[src/rtl/uart_rx_fifo.sv]
// Receive byte buffer behind the UART receiver: edge-captures each completed byte
// into a circular FIFO and presents it through a first-word-fall-through valid/ready port.
module uart_rx_fifo #(
   parameter int DATA_WIDTH = 8,
   parameter int DEPTH      = 16
) (
   input  logic                     clk,
   input  logic                     rst,
   input  logic [DATA_WIDTH-1:0]    rx_byte,
   input  logic                     rx_done,
   output logic [DATA_WIDTH-1:0]    rd_data,
   output logic                     rd_valid,
   input  logic                     rd_ready,
   output logic [$clog2(DEPTH):0]   count,
   output logic                     full,
   output logic                     empty,
   output logic                     overflow,
   input  logic                     overflow_clr
);

   localparam int PTR_W = $clog2(DEPTH);
   localparam logic [PTR_W:0] CNT_MAX = (PTR_W+1)'(DEPTH);

   logic [DATA_WIDTH-1:0] mem_q [DEPTH];

   logic [PTR_W-1:0] wr_ptr_q, wr_ptr_d;
   logic [PTR_W-1:0] rd_ptr_q, rd_ptr_d;
   logic [PTR_W:0]   count_q,  count_d;
   logic             overflow_q, overflow_d;
   logic             rx_done_q;

   logic push, pop, wr_en, drop;

   // Count carries one extra bit so DEPTH entries is distinct from zero entries.
   assign full     = (count_q == CNT_MAX);
   assign empty    = (count_q == '0);
   assign rd_valid = ~empty;
   assign rd_data  = mem_q[rd_ptr_q];
   assign count    = count_q;
   assign overflow = overflow_q;

   assign push  = rx_done & ~rx_done_q;
   assign pop   = rd_valid & rd_ready;
   assign wr_en = push & (~full | pop);
   assign drop  = push & full & ~pop;

   always_comb begin
      wr_ptr_d   = wr_ptr_q;
      rd_ptr_d   = rd_ptr_q;
      count_d    = count_q;
      overflow_d = overflow_q;
      if (wr_en) wr_ptr_d = wr_ptr_q + PTR_W'(1);
      if (pop)   rd_ptr_d = rd_ptr_q + PTR_W'(1);
      case ({wr_en, pop})
         2'b10:   count_d = count_q + (PTR_W+1)'(1);
         2'b01:   count_d = count_q - (PTR_W+1)'(1);
         default: count_d = count_q;
      endcase
      // A drop in the same cycle as a clear keeps the flag set.
      if (drop)              overflow_d = 1'b1;
      else if (overflow_clr) overflow_d = 1'b0;
   end

   always_ff @(posedge clk) begin
      if (rst) begin
         wr_ptr_q   <= '0;
         rd_ptr_q   <= '0;
         count_q    <= '0;
         overflow_q <= 1'b0;
         rx_done_q  <= 1'b0;
      end else begin
         wr_ptr_q   <= wr_ptr_d;
         rd_ptr_q   <= rd_ptr_d;
         count_q    <= count_d;
         overflow_q <= overflow_d;
         rx_done_q  <= rx_done;
      end
   end

   always_ff @(posedge clk) begin
      if (wr_en && !rst) mem_q[wr_ptr_q] <= rx_byte;
   end

endmodule
[config.mk]
export PLATFORM = sky130hd
export DESIGN_NAME = uart_rx_fifo
export DESIGN_NICKNAME = d
export VERILOG_FILES = /design/src/rtl/uart_rx_fifo.sv
export SDC_FILE = /design/constraint.sdc
export NUM_CORES = 1
export LEC_CHECK = 0
export ABC_AREA = 0
export CAP_MARGIN = 25
export CORE_ASPECT_RATIO = 0.8
export CORE_UTILIZATION = 54
export DETAILED_ROUTE_END_ITERATION = 7
export GPL_TIMING_DRIVEN = 0
export HOLD_SLACK_MARGIN = 0.05
export PLACE_DENSITY = 0.73
export SYNTH_ARGS = -nofsm -noshare
export SYNTH_HDL_FRONTEND = slang
export SYNTH_SLANG_ARGS = --single-unit
[constraint.sdc]
create_clock -name clk -period 2.7 [get_ports clk]
set_input_delay 0.54 -clock clk [delete_from_list [all_inputs] [get_ports clk]]
set_output_delay 0.54 -clock clk [all_outputs]
set_load 0.02 [all_outputs]
# Word-level counts from Yosys, hierarchy flattened
# Memory sizes are Yosys's and may differ from the RTL's. A register that Yosys moved wholly into a read port is not among the register bits.
# Index checks and enable logic that the tools add are counted.
# word_totals
reg_bits,15
ram_bits,128
in_bits,13
output_inout_bits,17
elab_cells,35
mem_count,1
# classes
n_addsub,4
n_eq_ne,3
muxes,7
bitwise_logic,10
n_reduce_logical,5
# mem_list
name,depth,word_bits,read_ports,rd_clocked_by_memory_dff,wr,line,source
mem_q,16,8,1,1,1,24,logic [DATA_WIDTH-1:0] mem_q [DEPTH];
# op_table
operator,count
$pmux 5 s2,1
$add 4x1->4 const B,2
$mux 4,2
$add 5x1->5 const B,1
$and 1x1->1,5
$eq 5x5->1 const B,1
$logic_not 5->1,1
$sub 5x1->5 const B,1
$mux 1,4
$not 1->1,4
$reduce_bool 2->1,2
$eq 2x1->1 const B,1
$eq 2x2->1 const B,1
$logic_and 1x1->1,1
$logic_not 1->1,1
$or 1x1->1,1

# Depth between registers and ports, before layout
# Gate-level depths: netlist (run 1).
# logic_depth
word_depth,8
depth_mapped,9
mapped_depth_nobuf,8

# Worst setup path before layout (run 1)
# OpenSTA, ideal clock, no wires.
# synth_path
path_type,reg2reg
startpoint,"register count_q[0], in the netlist count[0]"
endpoint,"register count_q[4], in the netlist count[4]"
setup_time_ns,0.140
arrival_ns,2.424
required_time_ns,2.560
path_slack_ns,0.136
stages_incl_launch_ff,10
path_buffers,1
period_less_slack_ns,2.564
cell_sequence,dfxtp_1 > or4_1 > buf_2 > o211ai_4 > inv_1 > ha_1 > nand2b_1 > a21o_1 > a2111oi_0 > o211ai_1
# synth_between
elab_chain_len,7
word_cells_on_any_way,13
classes_between,add/sub (2); eq/ne (3); mux (1); bitwise (5); reduce/logical (2)
# synth_lines
element,line,source
from (decl),28,"logic [PTR_W:0] count_q, count_d;"
from (signal assigned),74,count_q <= count_d;
$logic_not 5->1,36,assign empty = (count_q == '0);
$not 1->1,37,assign rd_valid = ~empty;
$and 1x1->1,43,assign pop = rd_valid & rd_ready;
$or 1x1->1,44,assign wr_en = push & (~full | pop);
$and 1x1->1,44,
$eq 2x1->1 / $eq 2x2->1 (equally long branches),54,"case ({wr_en, pop})"
$pmux 5 s2 / $reduce_bool 2->1 (equally long branches),--,
# Parallel ways exist; a longest one is shown, timed or not.
# A chain may end at the register's enable or synchronous reset.

==> results_dict.tcl, run 1 <==
set metrics [dict create \
    status "finished clean" \
    timing.final.crit_share_pct 94.7 \
    fmax_ghz 0.391 \
    r2r_setup_slack_ns 0.15 \
    whs_endpoint "overflow" \
    tns_ns 0 \
    async_reset_ff_share_pct 0 \
    via_per_inst 6.02 \
    grt_pass1_wl_um 18400 \
    initial_core_util_pct 56.8 \
    worst_pin_slew_ns 0.871 \
    crit_path_cell_trace "buf_12 -> mux4_2 -> a22oi_2 -> nand2_1 -> clkbuf_2" \
    drive_above_1_share_pct 25.4 \
    hold_viol_final 0 \
    crit_family "multiplexers" \
    cap_violations 0 \
    min_from "overflow" \
    relSlewSlack_pct 41.8 \
    antenna_found_initial 0 \
    endpoint_kind "output pin" \
    max_stage_delay_ns 0.52 \
    gr-total-overflow 0 \
    synth_most_common_cell "edfxtp_1" \
    cts_buffers 17 \
    synth_area_um2 5960 \
    worst-path-buf-inv 2 \
    wire_per_inst_um 22.0 \
    io_buffers 27 \
    clk_latency_ns 0.41 \
    route.detailed.drc 0 \
    peakVddDrop_mv 0.740 \
    drt-initial-drc-count 350 \
    cp.arrival_ns 2.02 \
    synth_edf_count 128 \
    rows 33 \
    p_leak_nw 2.41 \
    drv_slew 0 \
    diodes 0 \
    die_area_um2 11500 \
    synth_commonest_cells "128 x edfxtp_1, 32 x mux4_2, 19 x dfxtp_1" \
    synth_top_cell_area_share_pct 64.5 \
    required_ns 2.16 \
    yosysTopAreaCell "edfxtp_1" \
    clock-sinks 147 \
    synth.area.top_cells "edfxtp_1 64%, mux4_2 12%, dfxtp_1 6.4%" \
    cts_hold_buf 0 \
    finalSetupViolCount 0 \
    vias 3192 \
    die_width_um 119 \
    grt_use_total_pct 22.8 \
    startpoint_type "register" \
    ant_nets 0 \
    r2r_start "count[0]" \
    placed_area_um2 6410 \
    drt-pass1-iter-count 6 \
    cts_tree "yes" \
    yosys_register_bits 147 \
    synthCells 330 \
    clk_pin_slew_ns 0.06 \
    r2r_cells 9 \
    wl_um 11700 \
    grt_pass1_vias 3193 \
    hold_path_depth 2 \
    dpl.hpwl_um 7690 \
    fin_nets 399 \
    grt_max_degree 17 \
    ys_warn_count 0 \
    timing_worst_setup_path_type "register to output pin" \
    worstReg2RegEnd "count[4]" \
    core-area_um2 10500 \
    syn_nets 352 \
    die_h_um 96.0 \
    p_per_area_nw_per_um2 902 \
    htree_num_levels 4 \
    clock-root-buffer "clkbuf_16" \
    synth.yosys.seq_area_share_pct 70.8 \
    gp_congestion 0.816 \
    cp_max_fo 10 \
    clock_skew_ns 0.00916 \
    synth_flop_cell "edfxtp_1" \
    ioPinCount 30 \
    clock_path_buffers 2 \
    avgSynthCellArea_um2 18.1 \
    design_area_um2 7110 \
    hold_class "register to register" \
    cp_slowest_cell "mux4_2" \
    period_minus_slack_ns 2.56 \
    rsz0062_at_grt "yes" \
    area_growth_pct 19.2 \
    ys_types 43 \
]
per-stage QoR:
step	power [W]	cells	worst slack (ns)	hold WS (ns)	utilization [%]
3_3_place_gp	0.00401	497	-0.374	0.474	61.1
2_1_floorplan	0.00357	330	0.136	0.485	-
5_1_grt	0.00665	530	-0.0228	0.524	67.8
6_report	0.00641	530	0.144	0.503	67.8
4_1_cts	0.00643	530	0.00160	0.499	67.8
3_5_place_dp	0.00404	497	-0.391	0.485	61.1
cell families (layout without fill, tap and decap cells):
group	after synthesis	count (layout)	synth area share, %
mux	36	36	12.8
compound gates	35	35	4.68
xor+xnor	7	7	1.03
fa+ha+maj	9	9	2.01
simple gates	72	72	6.95
flops	147	147	70.8
buf+inv	24	84	1.64
what timing repair did:
action	in CTS	in global routing
setup buffers	2	0
endpoints found under the setup margin	9	18
resized for setup	45	16
pin swaps	2	0
worst max-delay path by stage:
stage	slack [ns]	endpoint	startpoint	cells past startpoint
detailed placement	-0.39	rd_data[0]	register	6
global route	-0.02	count[4]	count[0]	9
floorplan	0.14	count[4]	count[0]	9
CTS	0.002	rd_data[3]	register	5
global placement	-0.37	rd_data[0]	register	6
finish	0.14	rd_data[0]	register	5
cell type report:
cell class	count	area (um^2)
well taps	140	175
multi-input cells	159	1700
fillers	725	3380
clock buffers	18	429
flip-flops and latches	147	4230
clock inverters	14	161
repair buffers	29	250
inverters	7	26.3
plain buffers	16	130
registers in the layout (all words and copies together) (netlist names), named ones only:
signal	flops
mem_q	128
rx_done_q	1
wr_ptr_q	4
overflow	1
count	5
rd_ptr_q	4
where the power goes:
part	internal, W	switching [W]
combinational	0.000685	0.000749
sequential	0.00254	0.0000939
clock	0.00145	0.000891
total	0.00468	0.00173
tightest hold or removal path: stages (launching register included):
cell	delay (ns)
dfxtp_1	0.33
a32oi_1	0.06
nor2_1	0.08
cells in the final DEF, fill, tap and decap left out, drive strengths merged, types with 2 or more instances in the layout:
| cell | count |
|---|---|
| nand4b | 2 |
| a22oi | 16 |
| and3 | 15 |
| and2 | 3 |
| o211ai | 5 |
| a21o | 2 |
| a2111oi | 2 |
| edfxtp | 128 |
| mux2i | 3 |
| mux4 | 32 |
| clkinv | 6 |
| nor2 | 16 |
| clkdlybuf4s50 | 17 |
| clkbuf | 33 |
| ha | 8 |
| xor2 | 5 |
| inv | 9 |
| clkinvlp | 3 |
| nor3b | 4 |
| nor3 | 3 |
| xnor2 | 2 |
| buf | 11 |
| a211oi | 2 |
| a21oi | 2 |
| dlymetal6s2s | 2 |
| bufinv | 3 |
| nand2b | 4 |
| nor2b | 9 |
| nand2 | 10 |
| dfxtp | 19 |
per-layer routing:
layer  GRT usage [%]  wire (um)  vias up
met5               0          0        -
met4            6.67        130        0
met3            5.98        967       12
met2            35.8       5530      127
met1            31.8       5050     1630
li1                -          -     1423
Power figures use the tool's default switching activity.
==> inputs of run 2 (changes only) <==
--- a/config.mk
+++ b/config.mk
@@ -7,7 +7,6 @@
 export LEC_CHECK = 0
 export ABC_AREA = 0
 export CAP_MARGIN = 25
-export CORE_ASPECT_RATIO = 0.8
 export CORE_UTILIZATION = 54
 export DETAILED_ROUTE_END_ITERATION = 7
 export GPL_TIMING_DRIVEN = 0
==> results_dict.tcl, run 2 (same netlist as run 1, synthesis figures left out) <==
set metrics [dict create \
    cts_tree "yes" \
    required_ns 2.16 \
    antenna_found_initial 0 \
    rsz0062_at_grt "yes" \
    drv_slew 0 \
    clock_path_buffers 2 \
    layout_commonest_cell "edfxtp_1" \
    p_int_w 0.00479 \
    rows 37 \
    fin_nets 408 \
    startpoint_type "register" \
    clock_skew_ns 0.0117 \
    grt_pass1_wl_um 19000 \
    hold_viol_final 0 \
    worst_pin_slew_ns 0.885 \
    gp_congestion 0.760 \
    dpl.hpwl_um 7270 \
    peakVddDrop_mv 0.594 \
    period_minus_slack_ns 2.69 \
    fmax_ghz 0.372 \
    via_per_inst 6.09 \
    wl_um 12400 \
    io_buffers 27 \
    clk_pin_slew_ns 0.06 \
    power_switching_w 0.00180 \
    power.share.switching_pct 27.3 \
    drive_above_1_share_pct 30.3 \
    area_growth_pct 22.6 \
    cp_max_fo 4 \
    dp_worst_setup_slack_ns -0.370 \
    grt_max_degree 17 \
    cap_violations 0 \
    diodes 0 \
    cp.arrival_ns 2.15 \
    core-area_um2 10500 \
    fin_ws_ns 0.00846 \
    finalSetupViolCount 0 \
    wire_per_inst_um 23.2 \
    grt_use_total_pct 23.6 \
    clock-sinks 147 \
    fillers 659 \
    cts_buffers 17 \
    htree_num_levels 4 \
    design_area_um2 7310 \
    endpoint_kind "output pin" \
    p_seq_share_pct 39.9 \
    power.share.combinational_pct 24.6 \
    hold_class "register to register" \
    route.detailed.drc 0 \
    ant_nets 0 \
    min_from "overflow" \
    initial_core_util_pct 56.7 \
    die_h_um 107 \
    relSlewSlack_pct 40.9 \
    cts_hold_buf 0 \
    layout_common_cells "128 x edfxtp_1, 32 x mux4_2, 18 x clkdlybuf4s50_1" \
    placed_area_um2 6400 \
    p_per_area_nw_per_um2 903 \
    drt-pass1-iter-count 5 \
    timing.final.crit_share_pct 99.7 \
    die_area_um2 11500 \
    clk_latency_ns 0.52 \
    clock-root-buffer "clkbuf_8" \
    status "finished clean" \
    clockPowerShare_pct 35.5 \
    largest_reg_flops 128 \
    ioPinCount 30 \
    p_leak_nw 2.47 \
    top_register "mem_q" \
    timing_worst_setup_path_type "register to output pin" \
    gr-total-overflow 0 \
    r2r_start "count[1]" \
    grt_pass1_vias 3333 \
    drt-initial-drc-count 281 \
    vias 3259 \
    die_width_um 107 \
]
run 2: changes by cell type in the layout (fill, tap and decap cells not counted), sizes merged:
cell and change:
buf +17, clkinv -3, clkbuf -8, inv +3
clkdlybuf4s50 +1, dlymetal6s2s -1
run 2: what timing repair did:
action / CTS / global route
gates resized for setup: 80 / 16
cloned: 2 / 0
buffers inserted: 8 / 4
pin swaps: 12 / 8
endpoints found under the setup margin: 11 / 24
run 2: path summary, 6_finish.rpt:
check	to	slack, ns	cells past startpoint
worst max register to register	count[4]	0.11	9
worst max-delay path	rd_data[1]	0.008	7
worst min-delay path	overflow	0.49	2
worst min register to register	overflow	0.49	2
run 2: metrics by stage:
step	std cells	total power, W	utilization, %	TNS, ns	hold slack [ns]
floorplan	330	0.00357	-	0	0.485
global placement	493	0.00399	60.9	-18.91	0.475
detailed placement	493	0.00402	60.9	-27.38	0.484
CTS	534	0.00659	69.1	-0.163	0.500
global route	535	0.00683	69.5	-0.279	0.539
finish	535	0.00660	69.5	0	0.494
run 2: layer usage:
metal  share of wire (%)  routed length (um)  up-vias  track usage, %
li1                    -                   -     1440               -
met1                  39                4850     1668            30.2
met3                 6.5                 810       12            5.78
met2                  53                6600      139            39.9
met4                 1.3                 165        0            7.93
met5                   0                   0        -               0
run 2: power groups by stage:
stage                     Clock (W)  Combinational, W  Sequential, W
after global routing        0.00245           0.00173        0.00265
after CTS                   0.00236           0.00159        0.00264
after detailed placement          0           0.00136        0.00266
after global placement            0           0.00133        0.00266
after floorplan                   0          0.000888        0.00268
final                       0.00235           0.00162        0.00263
run 2: area by class of cell:
type	count	area, um^2	share of cell area, %
plain buffers	15	118	1.61
multi-input cells	159	1750	23.9
repair buffers	39	423	5.79
well taps	136	170	2.33
clock inverters	14	175	2.40
flip-flops and latches	147	4230	57.9
clock buffers	18	418	5.72
inverters	7	26.3	0.360
run 2: worst max-delay path: stages, from the launching register on:
cell and delay (ns):
dfxtp_4 0.40, buf_12 0.13, buf_16 0.12, buf_12 0.10
mux4_2 0.50, a22oi_2 0.14, nand2_1 0.10, buf_6 0.14
==> inputs of run 3 (changes only) <==
--- a/config.mk
+++ b/config.mk
@@ -7,6 +7,7 @@
 export LEC_CHECK = 0
 export ABC_AREA = 0
 export CAP_MARGIN = 25
+export CORE_MARGIN = 2
 export CORE_UTILIZATION = 54
 export DETAILED_ROUTE_END_ITERATION = 7
 export GPL_TIMING_DRIVEN = 0
==> results_dict.tcl, run 3 (same netlist as run 1, synthesis figures left out) <==
set metrics [dict create \
    diodes 0 \
    clock-sinks 147 \
    grt_pass1_vias 3426 \
    use_met2_pct 38.6 \
    largest_reg_flops 128 \
    area_growth_pct 22.0 \
    cap_violations 0 \
    violations "setup timing" \
    met3_usage_pct 6.58 \
    endpoint_kind "output pin" \
    worst-path-buf-inv 2 \
    worst_pin_slew_ns 0.979 \
    cp_slowest_cell "mux4_2" \
    die_h_um 109 \
    ant_nets 0 \
    dpl.hpwl_um 7310 \
    finalSetupViolCount 1 \
    cp_max_fo 7 \
    timing_worst_setup_path_type "register to output pin" \
    crit_path_cell_trace "buf_12 -> mux4_2 -> a22oi_2 -> nand2_2 -> buf_6" \
    antenna_found_initial 0 \
    fmax_ghz 0.370 \
    die_area_um2 11900 \
    period_minus_slack_ns 2.70 \
    cts_tree "yes" \
    p_leak_nw 2.45 \
    tns_ns -0.00398 \
    wl_um 12500 \
    initial_core_util_pct 55.2 \
    startpoint_type "register" \
    clk_latency_ns 0.52 \
    vias 3274 \
    relSlewSlack_pct 34.6 \
    layout.cells.non_filler 536 \
    top_register "mem_q" \
    core-area_um2 10800 \
    layout_commonest_cell "edfxtp_1" \
    grt_use_total_pct 23.5 \
    htree_num_levels 4 \
    gp_congestion 0.782 \
    drive_above_1_share_pct 29.0 \
    grtUsageMet1_pct 29.1 \
    layout_common_cells "128 x edfxtp_1, 32 x mux4_2, 19 x clkdlybuf4s50_1" \
    grt-busiest-layer "met2" \
    die_width_um 109 \
    wire_per_inst_um 23.2 \
    clk_pin_slew_ns 0.06 \
    grt_pass1_wl_um 19400 \
    dp.cells 497 \
    route.detailed.drc 0 \
    gr-total-overflow 0 \
    status "finished, violations left" \
    p_per_area_nw_per_um2 905 \
    hold_class "register to register" \
    rsz0062_at_grt "yes" \
    rows 38 \
    timing.final.crit_share_pct 100 \
    clock_path_buffers 2 \
    ioPinCount 30 \
    required_ns 2.16 \
    io_buffers 27 \
    drt-pass1-iter-count 5 \
    hold_viol_final 0 \
    via_per_inst 6.11 \
    cts_hold_buf 0 \
    grt_max_degree 17 \
    peakVddDrop_mv 0.596 \
    fin_nets 405 \
    cp.arrival_ns 2.16 \
    clock_skew_ns 0.00917 \
    drt-initial-drc-count 310 \
    fin_ws_ns -0.00398 \
    cts_buffers 17 \
    clock-root-buffer "clkbuf_8" \
    crit_family "multiplexers" \
    drv_slew 0 \
    total_power_w 0.00658 \
    max_stage_delay_ns 0.53 \
]
==> run 3: cell types whose count changed in the layout (fill, tap and decap cells not counted), sizes merged <==
| cell | before | now |
|---|---|---|
| clkinvlp | 3 | 1 |
| inv | 12 | 7 |
| clkinv | 3 | 7 |
| buf | 28 | 26 |
| dlymetal6s2s | 1 | 0 |
| clkdlybuf4s50 | 18 | 19 |
| bufinv | 3 | 4 |
| clkbuf | 25 | 26 |
==> run 3: what timing repair did <==
item | CTS | global route
setup endpoints to repair | 11 | 10
buffers inserted | 8 | 2
pin swaps | 10 | 10
resized for setup | 73 | 24
endpoints found under the hold margin | 0 | 0
cloned | 2 | 0
==> run 3: tightest hold or removal path, stage by stage (launching register included) <==
cell     delay (ns)
dfxtp_1        0.34
a32oi_1        0.06
nor2_1         0.08
==> run 3: final timing paths <==
path | from | endpoint | slack (ns) | cells past startpoint
worst max register to register | count[1] | count[4] | 0.16 | 9
worst max-delay path | register | rd_data[7] | -0.004 | 5
worst min-delay path | overflow | overflow | 0.51 | 2
worst min register to register | overflow | overflow | 0.51 | 2
==> run 3: where the power goes <==
part | total [W] | internal [W] | switching [W]
combinational | 0.00159 | 0.000811 | 0.000782
sequential | 0.00264 | 0.00254 | 0.0000998
clock | 0.00234 | 0.00149 | 0.000858
total | 0.00658 | 0.00484 | 0.00174
==> run 3: metrics by stage <==
| stage | worst slack (ns) | area, um^2 | utilization (%) | hold WS, ns |
|---|---|---|---|---|
| 2_1_floorplan | 0.136 | 5960 | - | 0.485 |
| 3_3_place_gp | -0.405 | 6410 | 59.4 | 0.480 |
| 3_5_place_dp | -0.428 | 6410 | 59.4 | 0.489 |
| 4_1_cts | -0.0654 | 7230 | 67.0 | 0.506 |
| 5_1_grt | -0.0755 | 7270 | 67.4 | 0.534 |
| 6_report | -0.00398 | 7270 | 67.4 | 0.508 |
==> run 3: per-layer routing <==
layer  vias to the layer above  wire (um)
met1                      1672       4770
li1                       1430          -
met3                        30        818
met4                         0        346
met2                       142       6520
met5                         -          0
==> run 3: final cells by class <==
class	instances	area [um^2]
buffer	14	119
clock buffer	20	425
clock inverter	12	163
fill	680	3520
inverter	7	26.3
multi-input combinational	159	1750
sequential	147	4230
tap	140	175
timing repair buffer	37	387
==> edit 1, RTL diff (flow settings as in run 2) <==
Change the parameter `DATA_WIDTH` from 8 to 12.
--- a/src/rtl/uart_rx_fifo.sv
+++ b/src/rtl/uart_rx_fifo.sv
@@ -2,5 +2,5 @@
 // into a circular FIFO and presents it through a first-word-fall-through valid/ready port.
 module uart_rx_fifo #(
-   parameter int DATA_WIDTH = 8,
+   parameter int DATA_WIDTH = 12,
    parameter int DEPTH      = 16
 ) (
Interface: changed (resized rd_data and rx_byte); port bits go from 30 to 38. The function was not compared with the original's and may differ.
==> edit 1 against run 2 <==
  * The flow now finishes with violations (negative setup slack)
  * Critical path depth decreased by 2
  * Clock skew down 0.0021 ns
  * Sequential cell count grew 64
  * Die area up 39%
  * Area after synthesis increased by 40%
  * Setup slack worse by 0.044 ns
  * Sequential power rose by 42%
  * Wire length rose by 34%
  * Synthesized cell count up 29%
  * Sequential share of layout area is 4.3 points higher
  * Via count grew 31%
  * Power up 26%
  * Design area is 35% higher
  * Hold slack improved by 0.0029 ns
  * Highest routed layer unchanged
==> edit 1: results (changes against run 2) <==
cp_slowest_stage_delay_ns: 0.58  # +0.08 ns
layout-drive-gt1-share_pct: 30.0  # -0.33 points
finalClockSkew_ns: 0.00968  # -0.00207 ns
synth_compound_area_share_pct: 4.07  # -0.61 points
cp.arrival_ns: 2.20  # +0.05 ns
detail_route.wl_per_cell_um: 23.8  # +2.5%
avgViaCountPerCell: 6.10  # about the same
cpLargestDelayFamily: "buffers and inverters"
postCtsSetupRepairBufs: 6  # -2
seq_area_frac_synth_pct: 73.7  # +2.9 points
setup_viol: 4  # +4
wl_met3_um: 1030  # +27%
nNetsFinal: 522  # +28%
muxShareOfSynthArea_pct: 13.5  # +0.67 points
status: "finished with violations"
violations: "negative setup slack"
synth_edf_count: 192  # +50%
ff2ff_setup_slack_ns: 0.15  # +0.04 ns
place_hpwl_um: 9980  # +37%
largest_register_ffs: 192  # +50%
cts_resized: 103  # +29%
hold_ws_ns: 0.497  # +0.00286 ns
synth_common_cells: "edfxtp_1 (192), mux4_2 (48), a22oi_1 (24)"
syn_inst: 426  # +29%
setup_ws_ns: -0.0359  # -0.0444 ns
synthAdderAreaFrac_pct: 1.44  # -0.57 points
crit_path_top_delay_cell: "clkbuf_1"
clock_latency_ns: 0.49  # -0.03 ns
io_buffers: 35  # +30%
peakVddDrop_v: 0.000749  # +26%
wl_met1_um: 6720  # +38%
grt_pass1_wl_um: 25200  # +33%
[edit 1: cell types whose count changed in the layout (fill, tap and decap cells not counted), moves of 4 or more]
| cell | delta |
|---|---|
| a22oi_1 | +7 |
| and3_1 | -10 |
| and3_2 | +10 |
| buf_2 | +6 |
| clkbuf_1 | +9 |
| clkbuf_16 | +7 |
| clkbuf_2 | +4 |
| clkdlybuf4s50_1 | +5 |
| edfxtp_1 | +64 |
| inv_6 | -5 |
| mux4_2 | +16 |
[edit 1: cell type report]
| cell class | count | area, µm² |
|---|---|---|
| Buffer | 21 | 183 |
| Multi-Input combinational cell | 187 | 2190 |
| Inverter | 7 | 26.3 |
| Timing Repair Buffer | 47 | 474 |
| Tap cell | 188 | 235 |
| Clock inverter | 4 | 16.3 |
| Clock buffer | 33 | 611 |
| Fill cell | 986 | 5260 |
| Sequential cell | 211 | 6150 |
==> edit 2, RTL diff (flow settings as in run 2) <==
Without the edit above. Make the reset (`rst`) asynchronous in one clocked block.
--- a/src/rtl/uart_rx_fifo.sv
+++ b/src/rtl/uart_rx_fifo.sv
@@ -62,5 +62,5 @@
    end
 
-   always_ff @(posedge clk) begin
+   always_ff @(posedge clk or posedge rst) begin
       if (rst) begin
          wr_ptr_q   <= '0;
Function: differs if rst is asserted again (counterexample within 4 cycles, from zero or initial values and one cycle with rst high); with rst held inactive, the same outputs for 10 cycles.
==> edit 2 against run 2 <==
  * The run now ends with negative setup slack left
  * Wire length down 1.6%
  * Setup slack worse by 0.10 ns
  * Count of clock-buffer cells in the layout down 1
  * Sequential share of layout area up 0.48 points
  * Sequential cell count down 4
  * Power up 21%
  * Global-route usage about the same
  * Largest power group is now combinational logic
  * Area after synthesis down 1.3%
  * Hold slack worse by 0.16 ns
  * Clock power up 3%
  * Design area down 0.98%
  * Synthesized cell count down 3.0%
==> edit 2: results (changes against run 2) <==
synthArstFlopShare_pct: 10.5  # +10 points
ys_warn_count: 0  # unchanged
grt_max_degree: 17  # unchanged
place_hpwl_um: 7300  # +0.46%
layout-drive-gt1-share_pct: 33.1  # +2.7 points
dp.cells: 484  # -1.8%
synthDistinctLibCells: 41  # -4.7%
syn_inst: 320  # -3.0%
leakagePower_uw: 0.00251  # +1.7%
violations: "negative setup slack"
grt.total_usage_pct: 23.7  # about the same
vias: 3143  # -3.6%
finalSetupTns_ns: -0.403  # -0.403 ns
setup_ws_ns: -0.0941  # -0.103 ns
postCtsSetupRepairBufs: 6  # -2
peakVddDrop_v: 0.000583  # -1.9%
relSlewSlack_pct: 54.1  # +13 points
crit_end: "rd_data[0]"
ff2ff_setup_slack_ns: 0.20  # +0.09 ns
post-place-ws_ns: -0.559  # -0.188 ns
drt-initial-drc-count: 274  # -2.5%
setup_viol: 8  # +8
cp.arrival_ns: 2.25  # +0.10 ns
crit_path_top_delay_cell: "mux4_2"
clock_latency_ns: 0.52  # about the same
gp_congestion: 0.816  # +7.4%
top_register: "mem_q"
rr_startpoint: "count[0]$_DFFE_PP0P_"
yosysTopAreaCellShare_pct: 65.3  # +0.88 points
seq_area_frac_synth_pct: 71.7  # +0.88 points
cp_slowest_stage_delay_ns: 0.53  # +0.03 ns
dpl_cell_area_um2: 6330  # -1.1%
cts_resized: 89  # +11%
io_buffers: 28  # +3.7%
syn-num-nets: 342  # -2.8%
grt_pass1_wl_um: 18300  # -3.4%
crit_fanout: 7  # +3
synth_edf_count: 128  # unchanged
clkTransAtPathRegs_ns: 0.06  # about the same
status: "finished with violations"
nNetsFinal: 397  # -2.7%
grt_pass1_vias: 3194  # -4.2%
hp-class: "primary input to register"
synth_common_cells: "edfxtp_1 (128), mux4_2 (32), nand2_1 (20)"
finalClockSkew_ns: 0.0101  # -0.00165 ns
wl_um: 12200  # -1.6%
rr_endpoint: "count[4]$_DFFE_PP0P_"
reg2regPathDepth: 9  # unchanged
layoutNonFillerInstCount: 523  # -2.2%
synthTopCellsByArea: "edfxtp_1 (65%), mux4_2 (12%), dfrtp_1 (6.4%)"
edit 2: cell count changes after synthesis, moves of 5 or more:
cell and delta:
dfrtp_1 +15, dfxtp_1 -19, nand2_1 +10, nor2_1 -9
nor2b_1 -5, xnor2_1 +5
edit 2: worst min-delay path by stage:
stage	endpoint	slack, ns	from	cells after the start
2_1_floorplan	count[0]$_DFFE_PP0P_	0.45	rst	1
3_3_place_gp	overflow$_DFFE_PP0P_	0.52	overflow$_DFFE_PP0P_	2
3_5_place_dp	rd_ptr_q[3]$_DFFE_PP0P_	0.53	rd_ptr_q[3]$_DFFE_PP0P_	1
4_1_cts	count[1]$_DFFE_PP0P_	0.31	rd_ready	2
5_1_grt	count[1]$_DFFE_PP0P_	0.34	rd_ready	2
6_report	count[1]$_DFFE_PP0P_	0.34	rd_ready	2
edit 2: kinds of logic after synthesis:
| logic type | after synthesis | synth area share, % |
|---|---|---|
| buffers and inverters | 26 | 2.00 |
| adders and majority gates | 9 | 2.04 |
| muxes | 33 | 12.5 |
| DFF | 143 | 71.7 |
| and+or+nand+nor | 64 | 5.87 |
| AOI/OAI and AO/OA | 37 | 4.66 |
| xor gates and xnor gates | 8 | 1.19 |
edit 2: per-layer routing:
layer	track usage, %	routed length, µm
met1	32.2	4760
met2	35.0	6250
met3	6.87	1120
met4	11.9	97
met5	0	0
edit 2: cell type report:
type	instances	area, µm²
repair buffers	37	382
plain buffers	17	151
inverters	8	30.0
clock buffers	17	414
multi-input cells	151	1670
well taps	136	170
clock inverters	14	201
flip-flops and latches	143	4220
fillers	686	3230
edit 2: power breakdown:
part | internal, µW | switching, µW
clock network | 1510 | 903
registers | 2570 | 176
logic | 1390 | 1410
